[config.mk]
export PLATFORM = sky130hd
export DESIGN_NAME = counter_share_arbiter
export DESIGN_NICKNAME = d
export VERILOG_FILES = /design/src/rtl/counter_share_arbiter_pkg.sv /design/src/rtl/counter_share_arbiter_share_counter.sv /design/src/rtl/counter_share_arbiter.sv
export SDC_FILE = /design/constraint.sdc
export NUM_CORES = 1
export LEC_CHECK = 0
export CAP_MARGIN = 30
export CORE_ASPECT_RATIO = 1.4
export CORE_MARGIN = 2
export CORE_UTILIZATION = 50
export DETAILED_ROUTE_END_ITERATION = 8
export GPL_TIMING_DRIVEN = 0
export PLACE_DENSITY_LB_ADDON = 0.2
export SETUP_SLACK_MARGIN = 0.2
export SYNTH_ARGS = -nofsm -noshare
export SYNTH_HDL_FRONTEND = slang
export SYNTH_SLANG_ARGS = --single-unit
[constraint.sdc]
create_clock -name clock -period 3.7 [get_ports clock]
set_clock_uncertainty 0.2 [all_clocks]
set_input_delay 0.37 -clock clock [delete_from_list [all_inputs] [get_ports clock]]
set_output_delay 0.37 -clock clock [all_outputs]
set_load 0.005 [all_outputs]
[src/rtl/counter_share_arbiter_pkg.sv]
// Shared types and helpers for the counter-sharing interval arbiter.
// Round-robin pick is sized for the largest supported requester count.
package counter_share_pkg;

    localparam int MAX_N    = 16;
    localparam int IDXW_MAX = $clog2(MAX_N);

    typedef enum logic [1:0] {
        IDLE,
        RUN,
        DONE
    } state_t;

    // First set bit at or above ptr, wrapping at n-1 back to 0.
    function automatic logic [IDXW_MAX-1:0] rr_pick(
        input logic [MAX_N-1:0]    req,
        input logic [IDXW_MAX-1:0] ptr,
        input int                  n
    );
        logic [IDXW_MAX-1:0] pick;
        logic                found;
        int                  idx;
        pick  = '0;
        found = 1'b0;
        for (int k = 0; k < MAX_N; k++) begin
            idx = (int'(ptr) + k) % n;
            if (k < n && !found && req[idx]) begin
                pick  = IDXW_MAX'(idx);
                found = 1'b1;
            end
        end
        return pick;
    endfunction

endpackage

[src/rtl/counter_share_arbiter_share_counter.sv]
// W-bit up-counter with synchronous clear and enable; clear wins over enable.
module share_counter #(
    parameter int W = 4
) (
    input  logic         clock,
    input  logic         reset,
    input  logic         clr,
    input  logic         en,
    output logic [W-1:0] count
);

    always_ff @(posedge clock) begin
        if (reset || clr) begin
            count <= '0;
        end else if (en) begin
            count <= count + 1'b1;
        end
    end

endmodule

[src/rtl/counter_share_arbiter.sv]
// Round-robin arbiter that lends one shared up-counter to N requesters as an interval timer.
// The winner's terminal count is latched at grant; done pulses for one cycle when it is reached.
module counter_share_arbiter
    import counter_share_pkg::*;
#(
    parameter int N = 4,
    parameter int W = 4
) (
    input  logic           clock,
    input  logic           reset,
    input  logic [N-1:0]   req,
    input  logic [N*W-1:0] limit_flat,
    output logic [N-1:0]   grant,
    output logic [N-1:0]   done,
    output logic           busy,
    output logic [W-1:0]   count
);

    localparam int IDXW = (N > 1) ? $clog2(N) : 1;

    state_t          state;
    logic [IDXW-1:0] ptr;
    logic [IDXW-1:0] owner;
    logic [IDXW-1:0] winner;
    logic [IDXW-1:0] next_ptr;
    logic [W-1:0]    lim_q;
    logic            abort;
    logic            at_limit;
    logic            clr;
    logic            en;

    assign winner   = IDXW'(rr_pick(MAX_N'(req), IDXW_MAX'(ptr), N));
    assign next_ptr = (owner == IDXW'(N - 1)) ? '0 : owner + 1'b1;
    assign abort    = (state == RUN) && !req[owner];
    assign at_limit = (count == lim_q);

    // Counter sits at zero outside RUN; it also clears on the cycle an abort is seen.
    assign clr = (state != RUN) || abort;
    assign en  = (state == RUN) && !at_limit;

    share_counter #(.W(W)) u_counter (
        .clock (clock),
        .reset (reset),
        .clr   (clr),
        .en    (en),
        .count (count)
    );

    always_ff @(posedge clock) begin
        if (reset) begin
            state <= IDLE;
            grant <= '0;
            done  <= '0;
            busy  <= 1'b0;
            ptr   <= '0;
            owner <= '0;
            lim_q <= '0;
        end else begin
            case (state)
                IDLE: begin
                    done <= '0;
                    if (|req) begin
                        state         <= RUN;
                        owner         <= winner;
                        grant         <= '0;
                        grant[winner] <= 1'b1;
                        lim_q         <= limit_flat[winner*W +: W];
                        busy          <= 1'b1;
                    end
                end
                RUN: begin
                    // A dropped request aborts the interval even on the terminal cycle.
                    if (abort) begin
                        state <= IDLE;
                        grant <= '0;
                        busy  <= 1'b0;
                        ptr   <= next_ptr;
                    end else if (at_limit) begin
                        state <= DONE;
                        done  <= grant;
                    end
                end
                DONE: begin
                    state <= IDLE;
                    done  <= '0;
                    grant <= '0;
                    busy  <= 1'b0;
                    ptr   <= next_ptr;
                end
                default: begin
                    state <= IDLE;
                    grant <= '0;
                    done  <= '0;
                    busy  <= 1'b0;
                end
            endcase
        end
    end

endmodule

==> flow_summary.yaml <==
routing:
  drt_iter0_drc: 13
  drt-vias-per-instance: 5.835
  wl_per_cell_um: 13.65
  drt_pass1_iterations: 4
  drc_errors: 0
  wirelength_um: 2649
  ant_nets: 0
  vias: 1132
finish:
  area_delta_synth_final_pct: 32.44
  layout_commonest_cell: "clkdlybuf4s50_1"
  final_cell_mix: "clkdlybuf4s50_1, dfxtp_1, nor2_1"
  fin_nets: 196
  fill_cells: 199
  drive_gt1_share_pct: 8.772
  antenna_cells: 0
  post-route-cell-area_mm2: 0.001614
  final_cell_count_no_fill: 194
cts:
  cts_buffers: 3
  h-tree-depth: 1
  clockRootBuffer: "clkbuf_4"
  cts_setup_buffers: 0
  clkTransAtPathRegs_ns: 0.13
  post_cts_resized: 0
  clockBufferDepth: 2
  cts_sinks: 23
  cts_tree: "done"
  holdBufCountCts: 0
  clock_latency_ns: 0.32
logic_synthesis:
  seq_area_frac_synth_pct: 37.78
  async_flop_share_pct: 0
  postSynthAreaPerCell_um2: 9.163
  yosys_warnings: 0
  synth-edff-count: 0
  synth_fp_nets: 157
  synth_cells: 133
  ys_types: 35
  synth_flop_cell: "dfxtp_1"
  yosys_register_bits: 23
  netlist_area_mm2: 0.001219
worst_setup_path:
  cp-start-kind: "input port"
  path_max_fanout: 10
  cp-end-kind: "register"
  cp.arrival_ns: 2.25
  worstPathRequired_ns: 3.71
  path_class: "input port to register"
die:
  row_count: 21
  ios: 35
  die_area_mm2: 0.002854
  die_x_um: 45.73
  die_y_um: 62.42
  coreArea_mm2: 0.002365
  start_util_pct: 51.53
grt:
  grt_max_degree: 13
  antenna_found_initial: 0
  grt_pass1_wl_um: 4554
  grtUsageTotal_pct: 21.12
  grt_pass1_vias: 1030
  overflow: 0
min_path:
  worstHoldPathType: "register to register"
timing:
  tightestPinTransition_ns: 0.6177
  max_slew_margin_pct: 58.82
  setup_tns_ns: 0
  fin_crit_sh_pct: 60.30
  worst_hold_slack_ns: 0.2781
  final-setup-viol-count: 0
  slew_viol_final: 0
  finalHoldViolCount: 0
  min_period_ns: 2.231
  fmax_ghz: 0.4482
  rsz0062_at_grt: "false"
place:
  place_congestion: 0.8026
  hpwl_um: 2114
  portBuffers: 34
  dpl_cell_area_mm2: 0.001588
  dp.cells: 190
job:
  max_cap_violations: 0
outcome:
  status: "complete, no violations"
power:
  power.density_mw_per_mm2: 352.6
  p_leak_uw: 0.0005748
  finalPower_uw: 569.1
  vdd_drop_max_mv: 0.2442
layout make-up:
cell class | instances | area, µm² | share of cell area [%]
flip-flops and latches | 23 | 460.4 | 28.53
repair buffers | 34 | 340.3 | 21.09
plain buffers | 5 | 28.78 | 1.783
multi-input cells | 99 | 706.9 | 43.80
well taps | 23 | 28.78 | 1.783
inverters | 6 | 22.52 | 1.395
clock buffers | 4 | 26.28 | 1.628
report_power, final:
part	internal (µW)	switching, µW
Sequential	266	13.1
Combinational	83.9	85.0
Clock	42.2	78.3
Total	393	176
cells in the mapped netlist, types with 2 or more instances:
master | count | share of area [%]
nor3_1 | 4 | 1.6
o21ai_0 | 4 | 1.6
ha_1 | 2 | 2.1
a21oi_1 | 10 | 4.1
or3_1 | 2 | 1.0
nand2b_1 | 4 | 2.1
nand4_1 | 2 | 1.0
nand2_1 | 7 | 2.2
inv_1 | 5 | 1.5
xor2_1 | 2 | 1.4
a211oi_1 | 11 | 6.8
dfxtp_1 | 23 | 38
mux2i_1 | 10 | 8.2
o32ai_1 | 4 | 2.9
xnor2_1 | 5 | 3.6
o21bai_1 | 4 | 2.5
buf_4 | 2 | 1.2
o31a_1 | 3 | 2.2
nor2_1 | 12 | 3.7
buf_2 | 2 | 0.82
critical path: stages:
cell             delay (ns)
clkdlybuf4s50_1        0.59
nor4_2                 0.13
nor3_4                 0.33
o221ai_1               0.39
a211oi_1               0.35
a211oi_1               0.08
metal layers:
metal | wire, µm | share of wire (%) | vias up | GRT usage (%)
met4 | 55 | 2.1 | 0 | 8.571
met3 | 67 | 2.5 | 5 | 1.734
met5 | 0 | 0 | - | 0
li1 | - | - | 569 | -
met1 | 1120 | 42 | 529 | 26.43
met2 | 1404 | 53 | 29 | 35.74
path summary, 6_finish.rpt:
path | start | to | slack, ns | cells past startpoint
setup reg to reg | state[0] | lim_q[1] | 1.69 | 5
hold reg to reg | grant[3] | done[3] | 0.28 | 2
hold / removal | grant[3] | done[3] | 0.28 | 2
setup / recovery | req[3] | lim_q[1] | 1.47 | 6
flip-flops by register name, summed over array words and instances, names as in the netlist:
name             count
ptr                  2
state                2
owner                2
done                 4
u_counter.count      4
lim_q                4
grant                4
busy                 1
through the flow:
step | util, % | worst slack [ns]
CTS | 68.25 | 1.437
detailed placement | 67.14 | 1.098
global route | 68.25 | 1.317
finish | 68.25 | 1.469
global placement | 67.14 | 1.186
floorplan | - | 1.907
kinds of logic (layout without fill, tap and decap cells):
| logic type | after synthesis | count (layout) | synth area share [%] |
|---|---|---|---|
| adders and majority gates | 2 | 2 | 2.053 |
| buffers and inverters | 11 | 49 | 4.209 |
| AOI/OAI and AO/OA | 41 | 41 | 23.31 |
| DFF | 23 | 23 | 37.78 |
| and+or+nand+nor | 38 | 38 | 17.56 |
| xor gates and xnor gates | 7 | 7 | 5.031 |
| muxes | 11 | 11 | 10.06 |
Note: power is estimated with default switching activity, not from simulation.
